**config.mk**
```make
export PLATFORM = sky130hd
export DESIGN_NAME = triangle_assembler
export DESIGN_NICKNAME = d
export VERILOG_FILES = /design/src/rtl/render_pkg.sv /design/src/rtl/tri_area_calc.sv /design/src/rtl/triangle_assembler.sv
export SDC_FILE = /design/constraint.sdc
export NUM_CORES = 2
export LEC_CHECK = 0
export CORE_ASPECT_RATIO = 0.75
export CORE_MARGIN = 4
export CORE_UTILIZATION = 32
export CTS_BUF_LIST = sky130_fd_sc_hd__clkbuf_8
export DETAILED_ROUTE_END_ITERATION = 8
export SLEW_MARGIN = 20
export SYNTH_ARGS = -nofsm -noshare
export SYNTH_HDL_FRONTEND = slang
export SYNTH_SLANG_ARGS = --single-unit
```
**constraint.sdc**
```tcl
create_clock -name i_clk -period 7.75 [get_ports i_clk]
set_input_delay 1.1625 -clock i_clk [delete_from_list [all_inputs] [get_ports i_clk]]
set_output_delay 1.1625 -clock i_clk [all_outputs]
set_load 0.01 [all_outputs]
```
**src/rtl/render_pkg.sv**
```systemverilog
// rtl/render_pkg.sv - shared vertex/triangle types and coordinate helpers for the triangle assembler
package render_pkg;

  localparam int VTX_W        = 136;
  localparam int AREA_W       = 35;
  localparam int COORD_W      = 16;
  localparam int BBOX_W       = 10;
  localparam int DEF_SCREEN_W = 320;
  localparam int DEF_SCREEN_H = 240;

  typedef struct packed {
    logic [31:0] x;
    logic [31:0] y;
    logic [7:0]  z;
    logic [31:0] u;
    logic [31:0] v;
  } vertex_t;

  typedef enum logic [1:0] {
    S_COLLECT,
    S_SETUP,
    S_DECIDE,
    S_EMIT
  } tri_asm_state_t;

  // Integer pixel part of the Q16.16 screen coordinates.
  function automatic logic signed [COORD_W-1:0] vtx_xi(input vertex_t vtx);
    return vtx.x[31:16];
  endfunction

  function automatic logic signed [COORD_W-1:0] vtx_yi(input vertex_t vtx);
    return vtx.y[31:16];
  endfunction

  function automatic logic signed [COORD_W-1:0] min3(input logic signed [COORD_W-1:0] a,
                                                     input logic signed [COORD_W-1:0] b,
                                                     input logic signed [COORD_W-1:0] c);
    logic signed [COORD_W-1:0] m;
    m = (a < b) ? a : b;
    return (m < c) ? m : c;
  endfunction

  function automatic logic signed [COORD_W-1:0] max3(input logic signed [COORD_W-1:0] a,
                                                     input logic signed [COORD_W-1:0] b,
                                                     input logic signed [COORD_W-1:0] c);
    logic signed [COORD_W-1:0] m;
    m = (a > b) ? a : b;
    return (m > c) ? m : c;
  endfunction

  function automatic logic [BBOX_W-1:0] clamp_coord(input logic signed [COORD_W-1:0] c,
                                                    input logic signed [COORD_W-1:0] hi);
    logic signed [COORD_W-1:0] r;
    if (c[COORD_W-1])
      r = '0;
    else if (c > hi)
      r = hi;
    else
      r = c;
    return BBOX_W'(r);
  endfunction

endpackage

```
**src/rtl/tri_area_calc.sv**
```systemverilog
// rtl/tri_area_calc.sv - two-stage pipelined doubled signed triangle area
// Stage 1 registers the edge differences, stage 2 the cross-product difference.
module tri_area_calc
  import render_pkg::*;
(
  input  logic                      i_clk,
  input  logic                      i_rst_n,
  input  logic signed [COORD_W-1:0] i_x0,
  input  logic signed [COORD_W-1:0] i_y0,
  input  logic signed [COORD_W-1:0] i_x1,
  input  logic signed [COORD_W-1:0] i_y1,
  input  logic signed [COORD_W-1:0] i_x2,
  input  logic signed [COORD_W-1:0] i_y2,
  output logic signed [AREA_W-1:0]  o_area
);

  logic signed [COORD_W:0]     dx1, dy1, dx2, dy2;
  logic signed [2*COORD_W+1:0] p_a, p_b;

  assign p_a = dx1 * dy2;
  assign p_b = dx2 * dy1;

  always_ff @(posedge i_clk or negedge i_rst_n) begin
    if (!i_rst_n) begin
      dx1    <= '0;
      dy1    <= '0;
      dx2    <= '0;
      dy2    <= '0;
      o_area <= '0;
    end else begin
      dx1    <= $signed({i_x1[COORD_W-1], i_x1}) - $signed({i_x0[COORD_W-1], i_x0});
      dy1    <= $signed({i_y1[COORD_W-1], i_y1}) - $signed({i_y0[COORD_W-1], i_y0});
      dx2    <= $signed({i_x2[COORD_W-1], i_x2}) - $signed({i_x0[COORD_W-1], i_x0});
      dy2    <= $signed({i_y2[COORD_W-1], i_y2}) - $signed({i_y0[COORD_W-1], i_y0});
      o_area <= $signed({p_a[2*COORD_W+1], p_a}) - $signed({p_b[2*COORD_W+1], p_b});
    end
  end

endmodule

```
**src/rtl/triangle_assembler.sv**
```systemverilog
// rtl/triangle_assembler.sv - pops vertex triples, culls degenerate/off-screen triangles, emits to rasterizer
// Define BACKFACE_CULL_EN to also drop triangles with negative area.
module triangle_assembler
  import render_pkg::*;
#(
  parameter int SCREEN_W = DEF_SCREEN_W,
  parameter int SCREEN_H = DEF_SCREEN_H
) (
  input  logic                     i_clk,
  input  logic                     i_rst_n,
  input  logic                     i_fifo_empty,
  output logic                     o_fifo_rd_en,
  input  logic [VTX_W-1:0]         i_fifo_data,
  input  logic                     i_flush,
  output logic                     o_tri_valid,
  input  logic                     i_tri_ready,
  output logic [VTX_W-1:0]         o_v0,
  output logic [VTX_W-1:0]         o_v1,
  output logic [VTX_W-1:0]         o_v2,
  output logic [BBOX_W-1:0]        o_bbox_xmin,
  output logic [BBOX_W-1:0]        o_bbox_xmax,
  output logic [BBOX_W-1:0]        o_bbox_ymin,
  output logic [BBOX_W-1:0]        o_bbox_ymax,
  output logic signed [AREA_W-1:0] o_area,
  output logic [15:0]              o_tri_count,
  output logic [15:0]              o_cull_count
);

  localparam logic signed [COORD_W-1:0] X_HI = COORD_W'(SCREEN_W - 1);
  localparam logic signed [COORD_W-1:0] Y_HI = COORD_W'(SCREEN_H - 1);

  tri_asm_state_t            state;
  logic                      active;
  logic [1:0]                iss_cnt;
  logic [1:0]                rcv_cnt;
  logic                      rd_pending;
  logic                      setup_done;
  vertex_t                   slot [3];
  logic signed [COORD_W-1:0] x0, y0, x1, y1, x2, y2;
  logic signed [COORD_W-1:0] xmin_raw, xmax_raw, ymin_raw, ymax_raw;
  logic signed [AREA_W-1:0]  area;
  logic                      degenerate, off_screen, backface, drop;

  assign x0 = vtx_xi(slot[0]);
  assign y0 = vtx_yi(slot[0]);
  assign x1 = vtx_xi(slot[1]);
  assign y1 = vtx_yi(slot[1]);
  assign x2 = vtx_xi(slot[2]);
  assign y2 = vtx_yi(slot[2]);

  tri_area_calc u_area (
    .i_clk   (i_clk),
    .i_rst_n (i_rst_n),
    .i_x0    (x0),
    .i_y0    (y0),
    .i_x1    (x1),
    .i_y1    (y1),
    .i_x2    (x2),
    .i_y2    (y2),
    .o_area  (area)
  );

  // Pop decision must see the current empty flag, so it stays combinational;
  // 'active' keeps it low while reset is asserted and on the first cycle after.
  assign o_fifo_rd_en = active && (state == S_COLLECT) && !i_fifo_empty
                        && (iss_cnt != 2'd3) && !i_flush;

  assign degenerate = (area == '0);
  assign off_screen = (xmin_raw > X_HI) || xmax_raw[COORD_W-1]
                   || (ymin_raw > Y_HI) || ymax_raw[COORD_W-1];
`ifdef BACKFACE_CULL_EN
  assign backface   = area[AREA_W-1];
`else
  assign backface   = 1'b0;
`endif
  assign drop       = degenerate || off_screen || backface;

  always_ff @(posedge i_clk or negedge i_rst_n) begin
    if (!i_rst_n) begin
      state        <= S_COLLECT;
      active       <= 1'b0;
      iss_cnt      <= '0;
      rcv_cnt      <= '0;
      rd_pending   <= 1'b0;
      setup_done   <= 1'b0;
      for (int i = 0; i < 3; i++) slot[i] <= '0;
      xmin_raw     <= '0;
      xmax_raw     <= '0;
      ymin_raw     <= '0;
      ymax_raw     <= '0;
      o_tri_valid  <= 1'b0;
      o_v0         <= '0;
      o_v1         <= '0;
      o_v2         <= '0;
      o_bbox_xmin  <= '0;
      o_bbox_xmax  <= '0;
      o_bbox_ymin  <= '0;
      o_bbox_ymax  <= '0;
      o_area       <= '0;
      o_tri_count  <= '0;
      o_cull_count <= '0;
    end else begin
      active     <= 1'b1;
      rd_pending <= o_fifo_rd_en;
      case (state)
        S_COLLECT: begin
          // A flush also drops the data of a pop issued on the previous cycle.
          if (i_flush) begin
            iss_cnt <= '0;
            rcv_cnt <= '0;
          end else begin
            if (o_fifo_rd_en) iss_cnt <= iss_cnt + 2'd1;
            if (rd_pending) begin
              slot[rcv_cnt] <= i_fifo_data;
              if (rcv_cnt == 2'd2) begin
                rcv_cnt    <= '0;
                iss_cnt    <= '0;
                setup_done <= 1'b0;
                state      <= S_SETUP;
              end else begin
                rcv_cnt <= rcv_cnt + 2'd1;
              end
            end
          end
        end
        S_SETUP: begin
          if (!setup_done) begin
            xmin_raw   <= min3(x0, x1, x2);
            xmax_raw   <= max3(x0, x1, x2);
            ymin_raw   <= min3(y0, y1, y2);
            ymax_raw   <= max3(y0, y1, y2);
            setup_done <= 1'b1;
          end else begin
            setup_done <= 1'b0;
            state      <= S_DECIDE;
          end
        end
        S_DECIDE: begin
          if (drop) begin
            o_cull_count <= o_cull_count + 16'd1;
            state        <= S_COLLECT;
          end else begin
            o_v0        <= slot[0];
            o_v1        <= slot[1];
            o_v2        <= slot[2];
            o_bbox_xmin <= clamp_coord(xmin_raw, X_HI);
            o_bbox_xmax <= clamp_coord(xmax_raw, X_HI);
            o_bbox_ymin <= clamp_coord(ymin_raw, Y_HI);
            o_bbox_ymax <= clamp_coord(ymax_raw, Y_HI);
            o_area      <= area;
            o_tri_valid <= 1'b1;
            state       <= S_EMIT;
          end
        end
        S_EMIT: begin
          if (i_tri_ready) begin
            o_tri_valid <= 1'b0;
            o_tri_count <= o_tri_count + 16'd1;
            state       <= S_COLLECT;
          end
        end
        default: state <= S_COLLECT;
      endcase
    end
  end

endmodule

```
==> results.md <==
- STA classifies the critical path endpoint as a flop.
- In the final routed layout, each cell accounts on average for around 21 µm.
- The detailed-placement wirelength estimate is around 170000 µm.
- Among cell families on the critical path, the largest total delay comes from adder cells.
- At the placement stage, the worst setup path has a slack of -0.00417 ns.
- After the first detailed-routing iteration, the DRC count stood at 3420.
- The worst relative slew slack is 25.3%.
- The number of setup violations in the final report is 0.
- Synthesis produced 6527 cells.
- The dominant synthesized flop cell is sky130_fd_sc_hd__dfrtp_1.
- The post-synthesis sequential element count is 1100.
- The global-route layer with the greatest usage is met2.
- about 660 I/O pins were placed.
- Once the floorplan was initialized, standard cells occupied between 30% and 40% of the core.
- Counting stages on the worst path, the most repeated cell is sky130_fd_sc_hd__fa_1.
- The CTS H-tree depth is 4.
- The met3 demand-to-capacity share in global routing is under 10%.
- The total global routing track utilization is between 10% and 20%.
- The core region is roughly 0.21 mm².
- The worst-case clock skew is ~0.095 ns.
- The clock transition at the registers of the reported paths is roughly 0.06 ns.
- Max-cap violations in this run came to 0.
- The final setup slack of the worst path is between 0.2 and 0.25 ns.
- Cells fill between 30 and 40% of the core in the end.
- The path type of the worst min-delay path is in -> async.
- Entering global routing, the biggest net connects ~210 pins.
- The TritonCTS sink count is between 1000 and 1500.
- Setup repair after global routing left no endpoint under its margin.
- The run finished with clean final reports.
- The remaining antenna violation count is 0.
- The total wire length is around 210000 µm.
- The count of input and output buffers is ~660.
- STA puts the critical path data required time at ~8.6 ns.
- The total count of max-transition violations in the final report was 0.
- The total negative setup slack is 0 ns.
- For this design, the CTS-stage hold fixing added 0 buffers.
- The die span in y is around 400 µm.
- The sequential share of the synthesized area is about two fifths.
- The proportion of register bits with asynchronous set or reset after synthesis is 100%.
- Counting both buffers and inverters, the worst setup path holds a total of 4.
- For this run, design rule violations remaining after detail routing come to 0.
- The signal on the critical path passes through and2_1 -> fa_1 -> fa_1 -> inv_1 -> fa_1 -> fa_1 -> fa_1 -> fa_1 -> fa_1 -> inv_1 -> fa_1 -> inv_1 -> ha_1 -> a211oi_1 -> nor2_1 -> or2_0 -> a31oi_1 -> a211oi_1 -> buf_4 -> o41ai_2 -> o21ai_0 -> a21oi_1 -> xnor2_1.
- CTS placed an instance of sky130_fd_sc_hd__clkbuf_8 at the clock tree root.
- On the worst path, the slowest cell contributes a delay of between 0.6 and 0.7 ns.
- Summing every instance area after synthesis gives around 0.068 mm².
- TritonCTS built the clock tree.
- Before antenna repair, the detailed router went through 5 iterations.
- The critical path arrival is between 8 and 9 ns.
- STA classifies the critical path startpoint as a flop.
- After global routing the overflow that remains totals 0.
- Global routing used around a quarter of the available met1 tracks.
- The final critical delay including setup and external delays is around 7.5 ns.
- The fraction of met2 tracks used by global routing is 29.6%.
- The via count normalized by instance count is roughly 4.7.
- The relative area change from synthesis to final layout is 21.2%.
- Counting along the longest clock path gives a buffer depth of 3.
- The number of hold violations in the final report is 0.
- The worst-path cell with the longest stage delay is sky130_fd_sc_hd__fa_1.
- The floorplan step defined a die boundary enclosing between 0.2 and 0.25 mm².
- Of all nets on the critical path, the largest fanout is 6.
- The clock network latency to the later pin of the worst-skew pair is around 0.98 ns.
- Routability-driven placement finished with a final weighted congestion of about 0.9.
- The Yosys step of the flow raised 0 warnings.
- The top achievable clock speed is ~130 MHz.
- The mean instance size in the synthesized netlist is around 10 µm².
- The total nets after synthesis is between 7000 and 8000.
- Counting the buffers created by CTS gives roughly 190.
- The netlist uses a little over 70 different library cells.
- The fraction of the cycle the final worst path needs is between 90% and 100%.
- At the pin with the least slew margin, the transition time is between 1 and 1.5 ns.
- The row count is roughly 150.
- The count of flip-flops with a built-in enable after synthesis is 0.
- The detailed router placed roughly 48000 vias in this run.
- The via count of the first global-routing pass is approximately 51000.
- The number of antenna violations at the first check in global routing was 29.
- The die span in x is 540 µm.
- The startpoint-to-endpoint class of the critical path is reg -> reg.
- The first global-routing pass estimated between 300000 and 400000 µm of wire.
- The post-layout net count is just over 8000.
- The fraction of layout cells with a size suffix above 1 is approximately an eighth.
[metrics by stage]
step | cell area [µm²] | std cells | hold WS, ns
global placement | 77900 | 9843 | 0.441
global route | 82200 | 10196 | 0.325
floorplan | 67900 | 6527 | 0.433
detailed placement | 77900 | 9843 | 0.446
CTS | 82200 | 10182 | 0.258
finish | 82200 | 10203 | 0.335
[area by class of cell]
| class | count | area (µm²) |
|---|---|---|
| Inverter | 804 | 3020 |
| Timing Repair Buffer | 765 | 7520 |
| Clock buffer | 249 | 3430 |
| Clock inverter | 90 | 822 |
| Multi-Input combinational cell | 4362 | 36300 |
| Sequential cell | 1100 | 27600 |
| Tap cell | 2812 | 3520 |
| Antenna cell | 21 | 52.6 |
| Fill cell | 20595 | 129000 |
[registers in the layout (all words and copies together), names as in the netlist, 16 cells and up]
| signal | flops |
|---|---|
| o_v2 | 136 |
| xmax_raw | 16 |
| u_area.o_area | 35 |
| slot | 408 |
| u_area.dy2 | 17 |
| ymax_raw | 16 |
| o_tri_count | 16 |
| o_v1 | 136 |
| xmin_raw | 16 |
| o_cull_count | 16 |
| u_area.dx2 | 17 |
| ymin_raw | 16 |
| u_area.dy1 | 17 |
| o_v0 | 136 |
| u_area.dx1 | 17 |
| o_area | 35 |
[synth_stat cells (all sizes together) (3+ instances only)]
| cell type | number | share of area, % |
|---|---|---|
| a2111oi | 5 | 0.074 |
| a211o | 5 | 0.065 |
| a211oi | 12 | 0.14 |
| a21boi | 8 | 0.089 |
| a21o | 43 | 0.48 |
| a21oi | 96 | 0.71 |
| a31oi | 8 | 0.096 |
| and2 | 310 | 2.9 |
| and3 | 10 | 0.092 |
| and4 | 6 | 0.077 |
| buf | 47 | 0.37 |
| clkbuf | 214 | 1.2 |
| dfrtp | 1100 | 41 |
| fa | 663 | 20 |
| ha | 282 | 5.2 |
| inv | 804 | 4.4 |
| mux2 | 433 | 7.2 |
| mux2i | 39 | 0.58 |
| nand2 | 1644 | 9.1 |
| nand2b | 24 | 0.22 |
| nand3 | 51 | 0.38 |
| nand3b | 5 | 0.055 |
| nand4 | 31 | 0.29 |
| nor2 | 131 | 0.74 |
| nor2b | 42 | 0.40 |
| nor3 | 28 | 0.21 |
| nor4 | 15 | 0.14 |
| o211a | 3 | 0.055 |
| o211ai | 7 | 0.11 |
| o21a | 16 | 0.18 |
| o21ai | 227 | 1.7 |
| o21bai | 10 | 0.11 |
| o22ai | 3 | 0.028 |
| o311ai | 16 | 0.21 |
| o31a | 5 | 0.065 |
| o31ai | 28 | 0.31 |
| o41ai | 5 | 0.065 |
| or2 | 4 | 0.037 |
| or3 | 7 | 0.065 |
| or3b | 3 | 0.039 |
| xnor2 | 91 | 1.2 |
| xor2 | 31 | 0.40 |
[worst paths after layout]
check                               startpoint           endpoint  slack (ns)  cells after the start
worst min register to register       slot[284]           o_v0[12]        0.42                      2
worst max-delay path            u_area.dx2[12]  u_area.o_area[34]        0.22                     23
worst min-delay path                   i_rst_n           o_v0[36]        0.34                      1
min in group i_clk                   slot[284]           o_v0[12]        0.42                      2
max in group asynchronous              i_rst_n      u_area.dx2[0]        5.67                      2
worst max register to register  u_area.dx2[12]  u_area.o_area[34]        0.22                     23
[worst register-to-register path, delay by kind of cell, from the launching register on]
kind / cells / cell delay (ns)
xor gates and xnor gates: 1 / 0.13
and+or+nand+nor: 3 / 0.60
AOI/OAI and AO/OA: 6 / 1.49
buffers and inverters: 4 / 0.30
DFF: 1 / 0.52
adders and majority gates: 9 / 4.41
[logic make-up (layout without fill, tap and decap cells)]
logic type      Yosys count  after routing  synth area share (%)
simple gates           2316           2316                  14.7
flops                  1100           1100                  40.6
buf+inv                1065           1908                  6.00
fa+ha+maj               945            945                  24.8
compound gates          506            506                  4.58
mux                     472            472                  7.77
xor+xnor                122            122                  1.57
other cells               1             22               0.00553
[repair_timing]
item	CTS	global route
gates resized for setup	3	21
setup buffers	0	0
endpoints found under the setup margin	1	7
[metal layers]
metal	wire length [µm]	share of wire, %
met3	14000	6.6
met1	96700	45
met2	95900	45
met4	6670	3.1
met5	61	0.029
[placed cells by master, fill, tap and decap left out, types with 39 or more instances in the layout]
cell type / n
sky130_fd_sc_hd__a21o_1: 43
sky130_fd_sc_hd__a21oi_1: 95
sky130_fd_sc_hd__and2_1: 310
sky130_fd_sc_hd__buf_4: 98
sky130_fd_sc_hd__clkbuf_8: 249
sky130_fd_sc_hd__clkdlybuf4s50_1: 656
sky130_fd_sc_hd__dfrtp_1: 1079
sky130_fd_sc_hd__fa_1: 663
sky130_fd_sc_hd__ha_1: 282
sky130_fd_sc_hd__inv_1: 856
sky130_fd_sc_hd__mux2_2: 431
sky130_fd_sc_hd__mux2i_1: 39
sky130_fd_sc_hd__nand2_1: 1644
sky130_fd_sc_hd__nand3_1: 50
sky130_fd_sc_hd__nor2_1: 126
sky130_fd_sc_hd__nor2b_1: 41
sky130_fd_sc_hd__o21ai_0: 213
sky130_fd_sc_hd__xnor2_1: 91
Power is left out: the tool's default activity adds up to more than one toggle a clock period on the data nets, which glitch-free logic cannot reach.
